==> src/rtl/sh_sync.sv <==
// Bit-period sync generator: locks a phase counter to RF pulses in receive mode,
// free-runs it in transmit mode, and emits shift-enable / FSM-reset strobes.
module sh_sync #(
  parameter int BIT_PERIOD = 10000,
  parameter int SAMPLE_OFS = 5000,
  parameter int LOST_BITS  = 16
) (
  input  logic clk,
  input  logic rst,
  input  logic rfin,
  input  logic RX,
  input  logic tx_rdy,
  output logic sh_en,
  output logic fsm_rst
);

  localparam int CW = (BIT_PERIOD > 1) ? $clog2(BIT_PERIOD) : 1;
  localparam int MW = $clog2(LOST_BITS + 1);

  localparam logic [CW-1:0] CNT_LAST   = CW'(BIT_PERIOD - 1);
  localparam logic [CW-1:0] CNT_SAMPLE = CW'(SAMPLE_OFS);
  localparam logic [CW-1:0] CNT_ONE    = CW'(1);
  localparam logic [MW-1:0] MISS_LIMIT = MW'(LOST_BITS - 1);
  localparam logic [MW-1:0] MISS_MAX   = MW'(LOST_BITS);
  localparam logic [MW-1:0] MISS_ONE   = MW'(1);

  typedef enum logic [1:0] {
    IDLE     = 2'd0,
    RX_LOCK  = 2'd1,
    TX_SHIFT = 2'd2
  } state_t;

  state_t        state_q, state_d;
  logic [CW-1:0] cnt_q, cnt_d, cnt_inc;
  logic [MW-1:0] miss_q, miss_d;
  logic [2:0]    sync_q;
  logic          sh_en_q, sh_en_d;
  logic          fsm_rst_q, fsm_rst_d;
  logic          pulse;

  // sync_q[1:0] is the metastability pair; sync_q[2] is the edge-detect history.
  assign pulse   = sync_q[1] & ~sync_q[2];
  assign cnt_inc = (cnt_q == CNT_LAST) ? '0 : cnt_q + CNT_ONE;

  always_comb begin
    state_d   = state_q;
    cnt_d     = cnt_q;
    miss_d    = miss_q;
    sh_en_d   = 1'b0;
    fsm_rst_d = 1'b0;
    case (state_q)
      IDLE: begin
        cnt_d = '0;
        if (RX && pulse) begin
          state_d = RX_LOCK;
          miss_d  = '0;
        end else if (!RX && tx_rdy) begin
          state_d = TX_SHIFT;
        end
      end
      RX_LOCK: begin
        if (!RX) begin
          fsm_rst_d = 1'b1;
          cnt_d     = '0;
          miss_d    = '0;
          state_d   = tx_rdy ? TX_SHIFT : IDLE;
        end else if (pulse) begin
          // Realign phase; a coincident sample strobe is dropped.
          cnt_d  = '0;
          miss_d = '0;
        end else begin
          cnt_d   = cnt_inc;
          sh_en_d = (cnt_inc == CNT_SAMPLE);
          if (cnt_q == CNT_LAST) begin
            if (miss_q == MISS_LIMIT) begin
              fsm_rst_d = 1'b1;
              sh_en_d   = 1'b0;
              state_d   = IDLE;
              cnt_d     = '0;
              miss_d    = '0;
            end else if (miss_q != MISS_MAX) begin
              miss_d = miss_q + MISS_ONE;
            end
          end
        end
      end
      TX_SHIFT: begin
        if (RX) begin
          fsm_rst_d = 1'b1;
          cnt_d     = '0;
          state_d   = IDLE;
        end else if (tx_rdy) begin
          cnt_d   = cnt_inc;
          sh_en_d = (cnt_inc == CNT_LAST);
        end
      end
      default: begin
        state_d = IDLE;
        cnt_d   = '0;
        miss_d  = '0;
      end
    endcase
  end

  always_ff @(posedge clk or negedge rst) begin
    if (!rst) begin
      state_q   <= IDLE;
      cnt_q     <= '0;
      miss_q    <= '0;
      sync_q    <= '0;
      sh_en_q   <= 1'b0;
      fsm_rst_q <= 1'b0;
    end else begin
      state_q   <= state_d;
      cnt_q     <= cnt_d;
      miss_q    <= miss_d;
      sync_q    <= {sync_q[1:0], rfin};
      sh_en_q   <= sh_en_d;
      fsm_rst_q <= fsm_rst_d;
    end
  end

  assign sh_en   = sh_en_q;
  assign fsm_rst = fsm_rst_q;

endmodule

==> config.mk <==
export PLATFORM = sky130hd
export DESIGN_NAME = sh_sync
export DESIGN_NICKNAME = d
export VERILOG_FILES = /design/src/rtl/sh_sync.sv
export SDC_FILE = /design/constraint.sdc
export NUM_CORES = 1
export LEC_CHECK = 0
export CAP_MARGIN = 5
export CORE_ASPECT_RATIO = 1.75
export CORE_MARGIN = 5
export CORE_UTILIZATION = 60
export CTS_BUF_LIST = sky130_fd_sc_hd__clkbuf_4 sky130_fd_sc_hd__clkbuf_8
export CTS_CLUSTER_DIAMETER = 150
export DETAILED_ROUTE_END_ITERATION = 8
export MAX_ROUTING_LAYER = met4
export PLACE_DENSITY_LB_ADDON = 0.05
export SETUP_SLACK_MARGIN = 0.4
export SYNTH_ARGS = -nofsm -noshare
export SYNTH_HDL_FRONTEND = slang
export SYNTH_SLANG_ARGS = --single-unit
export TNS_END_PERCENT = 20
==> constraint.sdc <==
create_clock -name clk -period 2.52 [get_ports clk]
set_input_delay 0.378 -clock clk [delete_from_list [all_inputs] [get_ports clk]]
set_output_delay 0.378 -clock clk [all_outputs]
set_load 0.01 [all_outputs]
==> flow_summary.json <==
{
  "dr.pass1.iters": 4,
  "yosysUniqueCellTypes": 52,
  "port-buffer-count": 6,
  "area_growth_syn_to_layout_pct": 12.3,
  "cap_violations": 0,
  "diodes": 0,
  "drive_gt1_frac": 0.150,
  "coreArea_mm2": 0.00275,
  "synth-edff-count": 0,
  "drc": 0,
  "htree_levels": 1,
  "power_uw": 1020,
  "final_area_mm2": 0.00194,
  "cp_max_fo": 6,
  "cts-root-buf": "clkbuf_8",
  "fin_skew_ps": 7.00,
  "synthArstFlopShare": 1.00,
  "clk_path_buf_depth": 2,
  "critPathRequiredTime_ps": 2730,
  "path_clk_slew_ps": 80,
  "yosys_register_bits": 26,
  "fin_cells": 227,
  "slowest_stage": "or4_4",
  "antenna_found_initial": 0,
  "path_class": "flop to flop",
  "syn_area_mm2": 0.00173,
  "place_area_mm2": 0.00184,
  "gp_congestion": 1.01,
  "grt_pass1_vias": 1523,
  "dieArea_mm2": 0.00410,
  "hpwl_mm": 3.11,
  "layout_commonest_cell": "dfrtp_1",
  "nets": 215,
  "drv_slew": 0,
  "dp_cells": 221,
  "wl_met1_mm": 1.55,
  "yosysWarningCount": 0,
  "grt-ovfl-total": 0,
  "routed-via-count": 1519,
  "drt-wirelength-per-cell_um": 17.6,
  "cts.sinks": 26,
  "io_pins": 7,
  "timing.hold.ws_ps": 354,
  "fmax_mhz": 462,
  "seq_area_frac_synth": 0.376,
  "cts_made_buffers": 3,
  "crit_path_start_kind": "flop",
  "synth_nets": 204,
  "power_leakage_uw": 0.000828,
  "drt_iter0_drc": 64,
  "min_period_ps": 2160,
  "fp.dieH_um": 81.1,
  "start_util": 0.629,
  "grt_setup_unrepaired": "true",
  "crit_chain": "or4_4, o31a_1, o221a_4, a2111oi_4, o2111a_1",
  "die_w_um": 50.6,
  "syn_inst": 191,
  "hold_viol": 0,
  "synthFlopType": "dfrtp_1",
  "avgSynthCellArea_um2": 9.07,
  "maxUsedRoutingLayer": "met4",
  "clock_latency_ps": 270,
  "worst_pin_slew_ps": 409,
  "cp_slowest_stage_delay_ps": 530,
  "viasPerCell": 6.69,
  "layout_common_cells": "dfrtp_1 (22), nand2_1 (19), nand3_1 (12)",
  "rows": 25,
  "grt_max_degree": 27,
  "hp-class": "flop to flop",
  "status": "completed",
  "worstPathArrival_ps": 2370,
  "wl_mm": 4.00,
  "slew_headroom": 0.725,
  "wl_met2_mm": 2.21,
  "dr_wl_met3_um": 110,
  "end_kind": "flop",
  "fin_setup_tns_ps": 0,
  "grt_pass1_wl_mm": 6.85,
  "cts_tree": "yes",
  "p_per_area_mw_per_mm2": 525,
  "ant_nets": 0,
  "vdd_drop_max_v": 0.000492,
  "grt_util_all_layers": 0.221,
  "setup_viol": 0,
  "finalCritPeriodShare": 0.859
}
==> layer usage <==
| layer | vias up | GRT usage |
|---|---|---|
| met5 | - | - |
| met4 | 0 | 0.125 |
| met1 | 743 | 0.238 |
| met2 | 32 | 0.384 |
| li1 | 734 | - |
| met3 | 10 | 0.0220 |
==> sequential cells by signal (all words and copies together), names as in the netlist <==
| register | count |
|---|---|
| cnt_q | 14 |
| miss_q | 5 |
| sync_q | 3 |
| state_q | 2 |
| fsm_rst | 1 |
| sh_en | 1 |
==> area by class of cell <==
cell class,instances,area [µm²]
Multi-Input combinational cell,147,1050
Fill cell,218,808
Sequential cell,26,656
Timing Repair Buffer,15,128
Clock buffer,3,41.3
Inverter,9,33.8
Tap cell,27,33.8
==> cells in the mapped netlist (all sizes together) (2+ instances only) <==
cell    number  area [µm²]
nor4         2        18.8
nand4        5        31.3
nor2         9        33.8
a21o         2        15.0
o21ai       16        80.1
mux2i        2        20.0
a21oi        6        30.0
and3         5        31.3
or3          4        30.0
nand2       19        71.3
or4          3        30.0
o31ai        3        22.5
o22ai        2        12.5
nor3         5        25.0
inv          9        33.8
buf          2        16.3
dfrtp       26         651
a31oi        3        18.8
ha           8         100
clkbuf       7        26.3
nand3b       2        15.0
nand3       13        65.1
nand4b       3        26.3
and4         3        26.3
nand2b       3        18.8
xor2         5        43.8
a22o         4        35.0
==> power breakdown <==
group          switching [µW]  internal, µW
Clock                     123           107
Sequential               22.7           441
Combinational             208           119
Total                     354           667
==> cell families after synthesis <==
family,share of synthesized area
fa+ha+maj,0.0578
mux,0.0116
flops,0.376
compound gates,0.212
buf+inv,0.0441
simple gates,0.269
xor+xnor,0.0303
==> worst paths after layout <==
check                           depth (start not counted)              endpoint                 start  slack [ps]
worst min register to register                          0   sync_q[1]$_DFF_PN0_   sync_q[0]$_DFF_PN0_         350
worst max register to register                          5       sh_en$_DFF_PN0_  cnt_q[7]$_DFFE_PN0P_         360
worst max-delay path                                    5       sh_en$_DFF_PN0_  cnt_q[7]$_DFFE_PN0P_         360
worst min-delay path                                    0   sync_q[1]$_DFF_PN0_   sync_q[0]$_DFF_PN0_         350
min in group asynchronous                               2  cnt_q[2]$_DFFE_PN0P_                   rst         470
max in group asynchronous                               2  cnt_q[6]$_DFFE_PN0P_                   rst        1780
==> metrics by stage <==
step	utilization	setup WS (ps)
final	0.706	355
after global routing	0.706	291
after CTS	0.696	342
after detailed placement	0.667	239
after global placement	0.667	281
after floorplan	-	399
==> worst max-delay path: cells and delay by family (launching register included) <==
kind            cells  cell delay (ps)
compound gates      4             1110
simple gates        1              530
flops               1              460
==> what timing repair did <==
| item | CTS | global route |
|---|---|---|
| buffers inserted | 2 | 1 |
| hold buffers | 0 | 0 |
| hold endpoints to repair | 0 | 0 |
| resized for setup | 7 | 4 |
| pin swaps | 7 | 3 |
| endpoints found under the setup margin | 13 | 12 |
Note: power is estimated with default switching activity, not from simulation.
==> edit 1 (same settings) <==
Reset style: synchronous (`rst`), changed in one clocked block.
--- a/src/rtl/sh_sync.sv
+++ b/src/rtl/sh_sync.sv
@@ -102,7 +102,7 @@
     endcase
   end
 
-  always_ff @(posedge clk or negedge rst) begin
+  always_ff @(posedge clk) begin
     if (!rst) begin
       state_q   <= IDLE;
       cnt_q     <= '0;
Function: differs if rst is asserted again (counterexample within 4 cycles, from zero or initial values and one cycle with rst low); with rst held inactive, the same outputs for 10 cycles.
==> edit 1 against the unedited design <==
Setup slack improved by 0.10 ns. Final cell count rose by 9.7%. Routed wire length rose by 6.1%. Critical endpoint is now cnt_q[2]$_SDFFE_PN0P_. Sequential cell count did not move. Critical path type unchanged. Non-clock buffer count did not move. Synthesized area rose by 2.6%. Final area fell by 0.32%. Global-route usage rose by 0.71 points. Largest cell class unchanged.
Power is not compared: it rests on default switching activity, and its combinational part moved more than twofold at a synthesized area within 25%.
==> edit 1: results (changes against the unedited design) <==
* Run status: finished clean
* RR Endpoint: cnt_q[2]$_SDFFE_PN0P_
* Placed Instance Area at 0.001851 sq mm (+0.82%)
* Largest net degree at the start of global routing at 16 (-41%)
* Worst r2r path cells at 6 (+1)
* Avg Cell Area, Syn at 8.341 sq um (-8.0%)
* Ys async rst share at 0% (-100 points)
* Placer Congestion at 0.9471 (-6.3%)
* Final std cells w/o fill at 249 (+9.7%)
* WHS Path Cells at 1 (+1)
* Sequential fraction of the synthesis area at 29.30% (-8.3 points)
* Hold Crit Start: sync_q[0]$_SDFF_PN0_
* DP HPWL at 3.260 mm (+4.9%)
* All-Layer GR Usage at 22.80% (+0.71 points)
* Share of layout cells above drive strength 1 at 15.84% (+0.84 points)
* Crit Path Max Fanout at 8 (+2)
* Worst-path clk slew at 0.09 ns
* Ant diodes at 0 (unchanged)
* Clock skew at 0.002559 ns (-0.004437 ns)
* Commonest cells post-synth: dfxtp_1 (26), nand2_1 (23), nand3_1 (14)
* DRT iter0 DRCs at 61 (-4.7%)
* Worst r2r src: state_q[0]$_SDFFE_PN0P_
* Post-Syn Nets at 226 (+11%)
* Ranking of synthesized cells by area: dfxtp_1 (29%), ha_1 (5.6%), nand2_1 (4.9%)
* Ys flop type: dfxtp_1
* Vias in the first global route at 1,608 (+5.6%)
* Hold Crit Endpoint: sync_q[1]$_SDFF_PN0_
* Routed vias/inst at 6.554 (-2.1%)
* Worst slack at placement at 0.1908 ns (-0.04792 ns)
* Largest registers: cnt_q x14, miss_q x5, sync_q x3
* Worst slew margin at 69.15% (-3.3 points)
* Global-route wire length before repair at 7.155 mm (+4.4%)
* Arrival time worst endpoint at 2.24 ns (-0.13 ns)
* Total routed wirelength at 4.249 mm (+6.1%)
* Final worst setup slack at 0.4594 ns (+0.1040 ns)
==> edit 1: area by class of cell <==
type,instances,area (sq um)
multi-input combinational,167,1172
inverter,10,37.54
fill,255,957.2
timing repair buffer,15,127.6
sequential,26,524.3
clock buffer,3,41.29
tap,28,35.03
==> edit 1: kinds of logic (layout without fill, tap and decap cells) <==
family,Yosys count,after routing,share of synthesized area [%]
compound gates,49,49,18.31
flops,26,26,29.30
buf+inv,20,28,5.845
mux,5,5,2.817
simple gates,100,100,35.63
xor+xnor,5,5,2.465
fa+ha+maj,8,8,5.634
==> edit 1: where the power goes <==
group,switching [mW],total (mW),internal [mW]
Clock,0.124,0.231,0.107
Combinational,0.0392,0.0669,0.0277
Sequential,0.00250,0.417,0.415
==> edit 1: metrics by stage <==
stage / hold WS, ns / utilization, %
2_1_floorplan: 0.4119 / -
3_3_place_gp: 0.4249 / 63.92
3_5_place_dp: 0.4275 / 63.92
4_1_cts: 0.4571 / 65.86
5_1_grt: 0.4938 / 66.94
6_report: 0.4564 / 66.94
==> edit 1: worst max-delay path: stages, from the launching register on <==
cell,delay (ns)
dfxtp_1,0.33
inv_1,0.08
ha_2,0.26
nor2b_1,0.28
a22oi_2,0.18
or4b_2,0.63
a21boi_0,0.21
==> edit 1: repair_timing <==
action                                  in CTS  in global routing
pin swaps                                    1                  1
endpoints found under the setup margin      10                 11
hold endpoints to repair                     0                  0
hold buffers                                 0                  0
setup buffers                                2                  1
resized for setup                            0                  7
==> edit 1: metal layers <==
layer	track usage (%)	routed length (um)	up-vias
met4	12.67	180	0
met2	43.28	2324	33
met5	-	0	-
met3	2.178	96	16
li1	-	-	794
met1	21.98	1647	789
==> edit 2 (same settings) <==
Without the edit above. Change the parameter `SAMPLE_OFS` from 5000 to 2500.
--- a/src/rtl/sh_sync.sv
+++ b/src/rtl/sh_sync.sv
@@ -2,7 +2,7 @@
 // free-runs it in transmit mode, and emits shift-enable / FSM-reset strobes.
 module sh_sync #(
   parameter int BIT_PERIOD = 10000,
-  parameter int SAMPLE_OFS = 5000,
+  parameter int SAMPLE_OFS = 2500,
   parameter int LOST_BITS  = 16
 ) (
   input  logic clk,
Behaviour: no difference found for any inputs over 10 cycles, from zero or initial values and one cycle with rst low; that may be too few to reach the edited logic, so the function may still have changed.
==> edit 2 against the unedited design <==
Global-route usage up 1.7 points. Synthesized cell count up 5.2%. Power up 13%. Sequential share of layout area down 1.3 points. Sequential cell count unchanged. Routed wire length up 12%. Setup slack better by 0.041 ns. Via count up 7.4%. Non-clock buffer count up 6. Die area up 3.1%. Final area up 3.3%. Synthesized area up 3.7%. Largest cell class unchanged. Highest routed layer unchanged.
==> edit 2: results (changes against the unedited design) <==
* Run status: finished clean
* Commonest cells post-synth: dfrtp_1 (26), nand2_1 (19), o21ai_0 (17)
* Final worst setup slack at 0.3959 ns (+0.04055 ns)
* Routed WL per cell at 18.40 um (+4.3%)
* Worst r2r path cells at 6 (+1)
* R2R setup slack at 0.40 ns (+0.04 ns)
* GR Util met1 at 23.32% (-0.44 points)
* Crit-path slowest cell: or4b_4
* Worst slew margin at 61.04% (-11 points)
* DP HPWL at 3.318 mm (+6.8%)
* Worst slack at placement at 0.1632 ns (-0.07548 ns)
* DRT iter0 DRCs at 87 (+36%)
* GR Layer Usage met3 at 3.052% (+0.85 points)
* Met2 WL at 2.440 mm (+10%)
* Placer Congestion at 1.023 (+1.2%)
* Cell family with most CP delay: simple AND/OR/NAND/NOR gates
* Switch share at 35.68% (+1.0 points)
* Global-route met2 utilization at 44.06% (+5.6 points)
* Met3 wire len at 210 um (+91%)
* Global-route wire length before repair at 7.355 mm (+7.4%)
* Vias at 1,631 (+7.4%)
* Leak pwr at 0.8963 nW (+8.3%)
* Peak supply drop at 0.0005683 V (+15%)
* All-Layer GR Usage at 23.81% (+1.7 points)
* Arrival time worst endpoint at 2.29 ns (-0.08 ns)
* Share of layout cells above drive strength 1 at 16.28% (+1.3 points)
## edit 2: worst min path at each step
| stage | from | to | slack, ns | cells after the start |
|---|---|---|---|---|
| after floorplan | rst | cnt_q[0]$_DFFE_PN0P_ | 0.08 | 0 |
| after global placement | sync_q[0]$_DFF_PN0_ | sync_q[1]$_DFF_PN0_ | 0.34 | 0 |
| after detailed placement | sync_q[0]$_DFF_PN0_ | sync_q[1]$_DFF_PN0_ | 0.34 | 0 |
| after CTS | sync_q[0]$_DFF_PN0_ | sync_q[1]$_DFF_PN0_ | 0.37 | 0 |
| after global routing | sync_q[0]$_DFF_PN0_ | sync_q[1]$_DFF_PN0_ | 0.39 | 0 |
| final | sync_q[0]$_DFF_PN0_ | sync_q[1]$_DFF_PN0_ | 0.37 | 0 |
## edit 2: logic make-up (layout without fill, tap and decap cells)
logic type / after synthesis / after routing / share of synthesized area (%)
buf+inv: 21 / 35 / 5.993
flops: 26 / 26 / 36.24
fa+ha+maj: 8 / 8 / 5.575
compound gates: 55 / 55 / 20.56
simple gates: 81 / 81 / 26.27
xor+xnor: 7 / 7 / 3.415
mux: 3 / 3 / 1.951
## edit 2: power by group through the flow
stage          Sequential [mW]  Clock (mW)  Combinational (mW)
2_1_floorplan            0.475           0               0.279
3_3_place_gp             0.476           0               0.383
3_5_place_dp             0.476           0               0.397
4_1_cts                  0.469       0.280               0.404
5_1_grt                  0.472       0.299               0.455
6_report                 0.470       0.271               0.414
## edit 2: what timing repair did
action	in CTS	in global routing
buffers inserted	0	3
pin swaps	0	2
setup endpoints to repair	8	10
resized for setup	1	4
## edit 2: final cells by class
cell class / instances / area (sq um)
tap: 28 / 35.03
sequential: 26 / 651.9
clock buffer: 4 / 55.05
timing repair buffer: 21 / 172.7
inverter: 10 / 37.54
fill: 231 / 887.1
multi-input combinational: 154 / 1056
